===== src/rtl/seq_addsub_pkg.sv =====
// seq_addsub_pkg: shared types and sizing helpers for the multi-cycle adder/subtractor.
package seq_addsub_pkg;

  // Controller states
  typedef enum logic [1:0] {
    ST_IDLE = 2'd0,
    ST_BUSY = 2'd1,
    ST_DONE = 2'd2
  } state_e;

  // Narrowest legal chunk index register
  localparam int unsigned IDX_W_MIN = 1;

  // Number of chunks needed to cover the operand width
  function automatic int unsigned nchunk(input int unsigned width, input int unsigned chunk);
    return width / chunk;
  endfunction

  // Index register width: clog2 of the chunk count, never below one bit
  function automatic int unsigned idx_width(input int unsigned n);
    int unsigned w;
    w = (n <= 2) ? IDX_W_MIN : $clog2(n);
    return w;
  endfunction

endpackage


===== src/rtl/seq_addsub_adder_chunk.sv =====
// full_adder / adder_chunk: ripple adder slice used by seq_addsub for one chunk per cycle.
module full_adder (
  input  logic a_i,
  input  logic b_i,
  input  logic c_i,
  output logic s_o,
  output logic co_o
);

  // Single-bit sum and carry
  always_comb begin
    s_o  = a_i ^ b_i ^ c_i;
    co_o = (a_i & b_i) | (c_i & (a_i ^ b_i));
  end

endmodule

module adder_chunk
  import seq_addsub_pkg::*;
#(
  parameter int unsigned CHUNK = 4
) (
  input  logic [CHUNK-1:0] a_i,
  input  logic [CHUNK-1:0] b_i,
  input  logic             cin_i,
  output logic [CHUNK-1:0] sum_o,
  output logic             cout_o,
  output logic             c_msb_o
);

  // c[k] is the carry into bit k; c[CHUNK] is the slice carry-out
  logic [CHUNK:0] c;

  assign c[0] = cin_i;

  // Ripple chain of full adders
  for (genvar k = 0; k < CHUNK; k++) begin : g_fa
    full_adder u_fa (
      .a_i  (a_i[k]),
      .b_i  (b_i[k]),
      .c_i  (c[k]),
      .s_o  (sum_o[k]),
      .co_o (c[k+1])
    );
  end

  // Carry into the top bit is exposed so the caller can form signed overflow
  assign cout_o  = c[CHUNK];
  assign c_msb_o = c[CHUNK-1];

endmodule


===== src/rtl/seq_addsub.sv =====
// seq_addsub: multi-cycle adder/subtractor, CHUNK bits per BUSY cycle, valid/ready on both sides.
// Build option: define SEQ_ADDSUB_FAST_EN to complete the whole WIDTH-bit add in one BUSY cycle.
module seq_addsub
  import seq_addsub_pkg::*;
#(
  parameter int unsigned WIDTH = 16,
  parameter int unsigned CHUNK = 4
) (
  input  logic             clk,
  input  logic             rst,
  input  logic             in_valid,
  output logic             in_ready,
  input  logic [WIDTH-1:0] a,
  input  logic [WIDTH-1:0] b,
  input  logic             cin,
  input  logic             sub,
  output logic             out_valid,
  input  logic             out_ready,
  output logic [WIDTH-1:0] sum,
  output logic             carry,
  output logic             overflow,
  output logic             zero
);

`ifdef SEQ_ADDSUB_FAST_EN
  localparam int unsigned CW = WIDTH;
`else
  localparam int unsigned CW = CHUNK;
`endif
  localparam int unsigned NCH = nchunk(WIDTH, CW);

  state_e           state_q, state_d;
  logic [WIDTH-1:0] a_q, b_q;
  logic             c_q;
  logic [WIDTH-1:0] sum_q;
  logic             carry_q, ovf_q, zero_q;

  logic             accept_c;
  logic             last_c;
  logic [CW-1:0]    op_a_c, op_b_c, res_c;
  logic             cout_c, cmsb_c;
  logic [WIDTH-1:0] sum_next_c;

`ifdef SEQ_ADDSUB_FAST_EN
  // Whole word is one slice; every BUSY cycle is the last
  assign op_a_c     = a_q;
  assign op_b_c     = b_q;
  assign last_c     = 1'b1;
  assign sum_next_c = res_c;
`else
  localparam int unsigned      IDX_W     = idx_width(NCH);
  localparam logic [WIDTH-1:0] LANE_MASK = WIDTH'({CW{1'b1}});

  logic [IDX_W-1:0] idx_q;
  logic [31:0]      off_c;

  // Bit offset of the current chunk
  assign off_c  = 32'(idx_q) * 32'(CW);
  assign op_a_c = CW'(a_q >> off_c);
  assign op_b_c = CW'(b_q >> off_c);
  assign last_c = (idx_q == IDX_W'(NCH - 1));

  // Merge the freshly computed chunk into the running result
  always_comb begin
    sum_next_c = (sum_q & ~(LANE_MASK << off_c)) | (WIDTH'(res_c) << off_c);
  end
`endif

  adder_chunk #(
    .CHUNK (CW)
  ) u_adder (
    .a_i     (op_a_c),
    .b_i     (op_b_c),
    .cin_i   (c_q),
    .sum_o   (res_c),
    .cout_o  (cout_c),
    .c_msb_o (cmsb_c)
  );

  assign accept_c = in_valid & in_ready;

  // State register
  always_ff @(posedge clk) begin
    if (rst) begin
      state_q <= ST_IDLE;
    end else begin
      state_q <= state_d;
    end
  end

  // Next-state logic
  always_comb begin
    state_d = state_q;
    case (state_q)
      ST_IDLE: if (accept_c) state_d = ST_BUSY;
      ST_BUSY: if (last_c) state_d = ST_DONE;
      ST_DONE: if (out_ready) state_d = ST_IDLE;
      default: state_d = ST_IDLE;
    endcase
  end

  // Handshake outputs decoded from state; in_ready held low during reset
  always_comb begin
    in_ready  = 1'b0;
    out_valid = 1'b0;
    case (state_q)
      ST_IDLE: in_ready  = ~rst;
      ST_DONE: out_valid = 1'b1;
      default: ;
    endcase
  end

  // Operand latch, per-chunk accumulation and flag capture
  always_ff @(posedge clk) begin
    if (rst) begin
      a_q     <= '0;
      b_q     <= '0;
      c_q     <= 1'b0;
      sum_q   <= '0;
      carry_q <= 1'b0;
      ovf_q   <= 1'b0;
      zero_q  <= 1'b0;
`ifndef SEQ_ADDSUB_FAST_EN
      idx_q   <= '0;
`endif
    end else begin
      case (state_q)
        ST_IDLE: begin
          if (accept_c) begin
            a_q   <= a;
            b_q   <= sub ? ~b : b;
            c_q   <= sub ? 1'b1 : cin;
`ifndef SEQ_ADDSUB_FAST_EN
            idx_q <= '0;
`endif
          end
        end
        ST_BUSY: begin
          sum_q <= sum_next_c;
          c_q   <= cout_c;
`ifndef SEQ_ADDSUB_FAST_EN
          idx_q <= last_c ? '0 : idx_q + IDX_W'(1);
`endif
          if (last_c) begin
            carry_q <= cout_c;
            ovf_q   <= cout_c ^ cmsb_c;
            zero_q  <= (sum_next_c == '0);
          end
        end
        default: ;
      endcase
    end
  end

  assign sum      = sum_q;
  assign carry    = carry_q;
  assign overflow = ovf_q;
  assign zero     = zero_q;

endmodule


===== config.mk =====
export PLATFORM = sky130hd
export DESIGN_NAME = seq_addsub
export DESIGN_NICKNAME = d
export VERILOG_FILES = /design/src/rtl/seq_addsub_pkg.sv /design/src/rtl/seq_addsub_adder_chunk.sv /design/src/rtl/seq_addsub.sv
export SDC_FILE = /design/constraint.sdc
export NUM_CORES = 1
export LEC_CHECK = 0
export CAP_MARGIN = 10
export CORE_MARGIN = 2
export CORE_UTILIZATION = 47
export CTS_BUF_LIST = sky130_fd_sc_hd__clkbuf_8
export DETAILED_ROUTE_END_ITERATION = 8
export PLACE_DENSITY_LB_ADDON = 0.08
export SETUP_SLACK_MARGIN = 0.4
export SYNTH_ARGS = -nofsm -noshare
export SYNTH_HDL_FRONTEND = slang
export SYNTH_SLANG_ARGS = --single-unit

===== constraint.sdc =====
create_clock -name clk -period 3.3 [get_ports clk]
set_input_delay 0.99 -clock clk [delete_from_list [all_inputs] [get_ports clk]]
set_output_delay 0.99 -clock clk [all_outputs]
set_load 0.02 [all_outputs]

==> impl_metrics.yaml, run 1 <==
status:
  status: "complete, no violations"
die:
  die-area_sq_mm: 0.00636
  rows: 27
  die_width_um: 79.7
  start_util: 0.487
  pin_count: 59
  core_sq_mm: 0.00554
  die_h_um: 79.7
run:
  max-cap-violations: 0
synth:
  ys_ff_latch: 56
  syn_nets: 341
  ys_types: 37
  synth_edf_count: 0
  ys_seq_area_frac: 0.416
  synth_top_area_frac: 0.416
  synth_top_cell_by_area: "dfxtp_1"
  syn_area_sq_mm: 0.00270
  synthArstFlopShare: 0
  synth_most_common_cell: "dfxtp_1"
  ys_warn_count: 0
  synthCells: 295
  synthFlopType: "dfxtp_1"
  syn_avg_cell_area_sq_um: 9.14
  yosys-top-cells-area: "dfxtp_1 (42%), nand3b_1 (9.2%), mux4_2 (6.7%), nand2_1 (5.8%), xnor2_1 (5.5%)"
  synthTopCellsByCount: "dfxtp_1 (56), nand2_1 (42), nand3b_1 (33)"
global_route:
  antenna_found_initial: 0
  grt_overflow_total: 0
  grt_max_degree: 60
  grt_util_all_layers: 0.182
  grt_pass1_vias: 2019
  grt_pass1_wl_um: 9200
worst_setup_path:
  cp_max_fo: 4
  cp-start-kind: "flop"
  cp_data_required_time_ns: 3.52
  path_class: "flop to flop"
  arrival_ns: 3.23
  endpoint_kind: "flop"
place:
  post-place-ws_ns: 0.0912
  post-dp-hpwl_um: 3980
  placedInstanceArea_sq_mm: 0.00335
  io_buffers: 58
  place.gp.congestion: 0.796
drt:
  wl_per_cell_um: 13.2
  drtIter0Drc: 112
  drt-vias-per-instance: 5.14
  vias: 2194
  dr.pass1.iters: 4
  drc_errors: 0
  drtAntennaViolNets: 0
  wl_um: 5630
clock_network:
  cts_inserted_buffers: 5
  numClockSinks: 56
  cts_tree: "built"
  clockBufferDepth: 2
  cts_hold_buffers: 0
  clock_latency_ns: 0.31
  htreeDepth: 2
  cts.clk_slew.worst_paths_ns: 0.10
  cts-root-buf: "clkbuf_8"
timing:
  tightestPinTransition_ns: 0.614
  setup_tns_ns: 0
  finClkSkew_ns: 0.00878
  hold_viol: 0
  setup_ws_ns: 0.290
  min_period_ns: 3.01
  drv_slew: 0
  rsz0062_at_grt: "true"
  relSlewSlack: 0.590
  max_freq_ghz: 0.332
  fin_crit_sh: 0.912
  setup_viol: 0
layout:
  fillers: 513
  final_layout_size_suffix_gt1_frac: 0.127
  insertedDiodeCount: 0
  finalNetCount: 400
  layout-area-overhead-vs-synth_pct: 30.2
  multi_input_area_sq_mm: 0.00144
  fin_area_sq_mm: 0.00351
  regArea_sq_mm: 0.00113
power:
  ir_worst_vdd_mv: 0.191
  p_leak_nw: 1.31
  p_per_area_mw_per_mm2: 427
min_path:
  worstHoldPathType: "flop to flop"
[report_power, final]
| group | switching [W] | internal (W) | leakage, nW |
|---|---|---|---|
| sequential | 0.0000258 | 0.000716 | 0.459 |
| combinational | 0.000149 | 0.000169 | 0.795 |
| clock | 0.000216 | 0.000223 | 0.0593 |
| total | 0.000390 | 0.00111 | 1.31 |
[final cells by class]
type                            instances  share of cell area
Inverter                               14              0.0150
Multi-Input combinational cell        205               0.409
Sequential cell                        56               0.321
Timing Repair Buffer                   72               0.199
Clock buffer                            5              0.0196
Tap cell                               72              0.0257
Clock inverter                          3              0.0110
[worst max-delay path, stage by stage, from the launching register on]
cell	delay, ns
dfxtp_4	0.37
mux4_2	0.35
inv_2	0.04
fa_2	0.33
inv_2	0.06
fa_1	0.16
inv_1	0.05
fa_2	0.35
fa_2	0.60
buf_4	0.12
nand2_1	0.04
nand3_1	0.08
o2111ai_1	0.13
o31ai_1	0.24
[through the flow]
stage                     instances  utilization  hold WS (ns)  power, W
final                           427        0.634         0.477   0.00150
after CTS                       424        0.629         0.478   0.00150
after global placement          413        0.604         0.451   0.00105
after detailed placement        413        0.604         0.459   0.00105
after floorplan                 295            -         0.446  0.000946
after global routing            427        0.634         0.496   0.00157
[metal layers]
metal  routed length (um)  GRT usage
met1                 2720      0.248
met4                   47     0.0492
met2                 2550      0.293
met5                    0          0
met3                  311     0.0407
[path summary, 6_finish.rpt]
| path | startpoint | endpoint | slack, ns | cells after the start |
|---|---|---|---|---|
| worst max-delay path | idx_q[0] | zero | 0.29 | 13 |
| worst min register to register | sum[13] | sum[13] | 0.48 | 2 |
| worst min-delay path | sum[13] | sum[13] | 0.48 | 2 |
| worst max register to register | idx_q[0] | zero | 0.29 | 13 |
[placed cells by master (no fill, tap or decap), types with 2 or more instances in the layout]
| cell type | n |
|---|---|
| dfxtp_1 | 54 |
| a2bb2oi_1 | 3 |
| ha_1 | 4 |
| nand3b_1 | 33 |
| clkbuf_8 | 5 |
| o21ai_0 | 15 |
| fa_2 | 3 |
| a21oi_1 | 14 |
| a211oi_1 | 3 |
| nor2_1 | 26 |
| nor4_1 | 3 |
| nor3_2 | 2 |
| nand2b_1 | 2 |
| nor3_1 | 4 |
| xnor2_1 | 17 |
| nor2b_1 | 2 |
| mux4_2 | 8 |
| o2111ai_1 | 2 |
| inv_2 | 3 |
| nand3_1 | 4 |
| nor2_2 | 3 |
| a32oi_1 | 2 |
| nand2_1 | 42 |
| nand4_1 | 2 |
| buf_4 | 12 |
| clkdlybuf4s50_1 | 57 |
| inv_1 | 12 |
[flip-flops by register name, indices dropped and copies added (netlist names)]
register,count
a_q,16
b_q,16
sum,16
idx_q,2
state_q,2
c_q,1
carry,1
overflow,1
zero,1
[kinds of logic (layout without fill, tap and decap cells)]
kind of cell | Yosys count | count (layout) | synth area share
compound gates | 44 | 44 | 0.101
xor+xnor | 17 | 17 | 0.0552
flops | 56 | 56 | 0.416
buf+inv | 34 | 94 | 0.0557
simple gates | 127 | 127 | 0.253
fa+ha+maj | 8 | 8 | 0.0483
mux | 9 | 9 | 0.0705
[timing repair]
| item | in CTS | in global routing |
|---|---|---|
| setup buffers | 3 | 3 |
| resized for setup | 6 | 7 |
| pin swaps | 5 | 3 |
| setup endpoints to repair | 5 | 6 |
Power figures use the tool's default switching activity.
==> inputs of run 2 (changes only) <==
CORE_UTILIZATION = 50   (was 47)
CTS_BUF_LIST = not set   (was sky130_fd_sc_hd__clkbuf_8)
clock period = 3.25 ns   (was 3.3 ns; I/O delays follow)
==> run 2 against run 1 <==
Against the previous run: die area fell by 5.7%; sequential share of layout area rose by 0.18 points; clock skew rose by 0.0036 ns; power fell by 1.5%; first-iteration DRC count rose by 11%; clock-buffer cell count rose by 2; final area fell by 0.57%; critical path type unchanged.
==> impl_metrics.yaml, run 2 (synthesis results as in run 1) <==
worst_setup_path:
  cp_common_cell: "fa_2"
  cpMaxStageDelayCell: "fa_2"
  reg2regPathDepth: 13
  crit_buf_inv: 4
  cp-start-kind: "flop"
  path_class: "flop to flop"
  slowest_delay_ns: 0.61
  cp_num_cells: 13
  cp_max_fo: 5
  timing.rr.start: "idx_q[0]"
  reg2reg_to: "zero"
  endpoint_kind: "flop"
  crit_start: "idx_q[0]"
  arrival_ns: 3.21
  cp_data_required_time_ns: 3.49
  endpoint: "zero"
  path_cells: "mux4_2 > inv_2 > fa_2 > inv_2 > fa_2 > inv_2 > fa_2 > fa_2 > buf_4 > nand2_1 > nand3_1 > o2111ai_1 > o31ai_1"
  path_delay_family: "adder cells"
  rrSetupSlack_ns: 0.28
place:
  io_buffers: 58
  place.gp.congestion: 0.897
  placed_cells: 411
  placedInstanceArea_sq_mm: 0.00334
  post-dp-hpwl_um: 4020
layout:
  insertedDiodeCount: 0
  final_layout_size_suffix_gt1_frac: 0.132
  layout-area-overhead-vs-synth_pct: 29.5
  fin_cells: 425
  finalNetCount: 400
  fin_util: 0.679
  fin_area_sq_mm: 0.00349
  final_cell_mix: "clkdlybuf4s50_1 (57), dfxtp_1 (54), nand2_1 (42)"
  final_common_cell: "clkdlybuf4s50_1"
power:
  p_int_w: 0.00108
  p_per_area_mw_per_mm2: 423
  ir_worst_vdd_mv: 0.258
  p_leak_nw: 1.29
  power.switching_w: 0.000400
  p_sw_frac: 0.271
  combPwrFrac: 0.223
  pwr-share-seq: 0.511
  power_w: 0.00148
  clkPwrFrac: 0.267
timing:
  max_freq_ghz: 0.337
  fin_crit_sh: 0.914
  finClkSkew_ns: 0.0123
  min_period_ns: 2.97
  tightestPinTransition_ns: 0.528
  hold_viol: 0
  drv_slew: 0
  rsz0062_at_grt: "true"
  setup_tns_ns: 0
  relSlewSlack: 0.648
  setup_viol: 0
global_route:
  grt_overflow_total: 0
  grt_max_degree: 60
  grt_pass1_vias: 2185
  grt_util_all_layers: 0.208
  antenna_found_initial: 0
  grt_pass1_wl_um: 10200
clock_network:
  cts_hold_buffers: 0
  clock_latency_ns: 0.31
  htreeDepth: 2
  cts_inserted_buffers: 5
  cts_tree: "built"
  cts-root-buf: "clkbuf_8"
  clockBufferDepth: 2
  cts.clk_slew.worst_paths_ns: 0.10
  numClockSinks: 56
drt:
  drc_errors: 0
  vias: 2261
  wl_um: 5840
  wl_per_cell_um: 13.7
  dr.pass1.iters: 4
  drtAntennaViolNets: 0
  drtIter0Drc: 124
  drt-vias-per-instance: 5.32
die:
  die_h_um: 77.4
  pin_count: 59
  die_width_um: 77.4
  start_util: 0.525
  core_sq_mm: 0.00514
  rows: 26
  die-area_sq_mm: 0.00600
min_path:
  worstHoldPathType: "flop to flop"
status:
  status: "complete, no violations"
run:
  max-cap-violations: 0
run 2: per-stage QoR:
step / setup WS, ns / hold slack, ns
floorplan: 0.265 / 0.446
global placement: 0.109 / 0.446
detailed placement: 0.0987 / 0.444
CTS: 0.258 / 0.455
global route: 0.106 / 0.499
finish: 0.278 / 0.456
run 2: timing repair:
action,in CTS,in global routing
setup endpoints to repair,3,5
resized for setup,7,3
pin swaps,6,1
cloned,0,0
endpoints found under the hold margin,0,0
buffers inserted,6,0
run 2: area by class of cell:
class	instances	area (sq um)
multi-input combinational	205	1450
inverter	14	52.6
sequential	56	1130
clock inverter	1	7.51
tap	70	87.6
fill	466	1650
clock buffer	7	86.3
timing repair buffer	72	681
run 2: worst min-delay path by stage:
stage          cells past startpoint  slack (ns)  startpoint  endpoint
2_1_floorplan                      2        0.45      a_q[5]    a_q[5]
3_3_place_gp                       2        0.45     sum[13]   sum[13]
3_5_place_dp                       2        0.44     sum[13]   sum[13]
4_1_cts                            2        0.46     sum[13]   sum[13]
5_1_grt                            2        0.50     sum[13]   sum[13]
6_report                           2        0.46     sum[13]   sum[13]
run 2: worst reg2reg max path: stages, from the launching register on:
cell	delay, ns
dfxtp_4	0.37
mux4_2	0.34
inv_2	0.04
fa_2	0.34
inv_2	0.06
fa_2	0.19
inv_2	0.04
fa_2	0.35
fa_2	0.61
buf_4	0.13
nand2_1	0.05
nand3_1	0.08
o2111ai_1	0.12
o31ai_1	0.19
run 2: power by group through the flow:
| stage | clock (W) | sequential [W] | combinational [W] |
|---|---|---|---|
| detailed placement | 0 | 0.000770 | 0.000299 |
| floorplan | 0 | 0.000767 | 0.000196 |
| finish | 0.000394 | 0.000753 | 0.000328 |
| global placement | 0 | 0.000769 | 0.000297 |
| global route | 0.000434 | 0.000759 | 0.000362 |
| CTS | 0.000405 | 0.000754 | 0.000324 |
run 2: per-layer routing:
| metal | vias up | GRT usage | part of all wire |
|---|---|---|---|
| met3 | 7 | 0.0360 | 0.040 |
| met5 | - | 0 | 0 |
| li1 | 1130 | - | - |
| met2 | 59 | 0.338 | 0.49 |
| met1 | 1065 | 0.289 | 0.46 |
| met4 | 0 | 0.0500 | 0.011 |
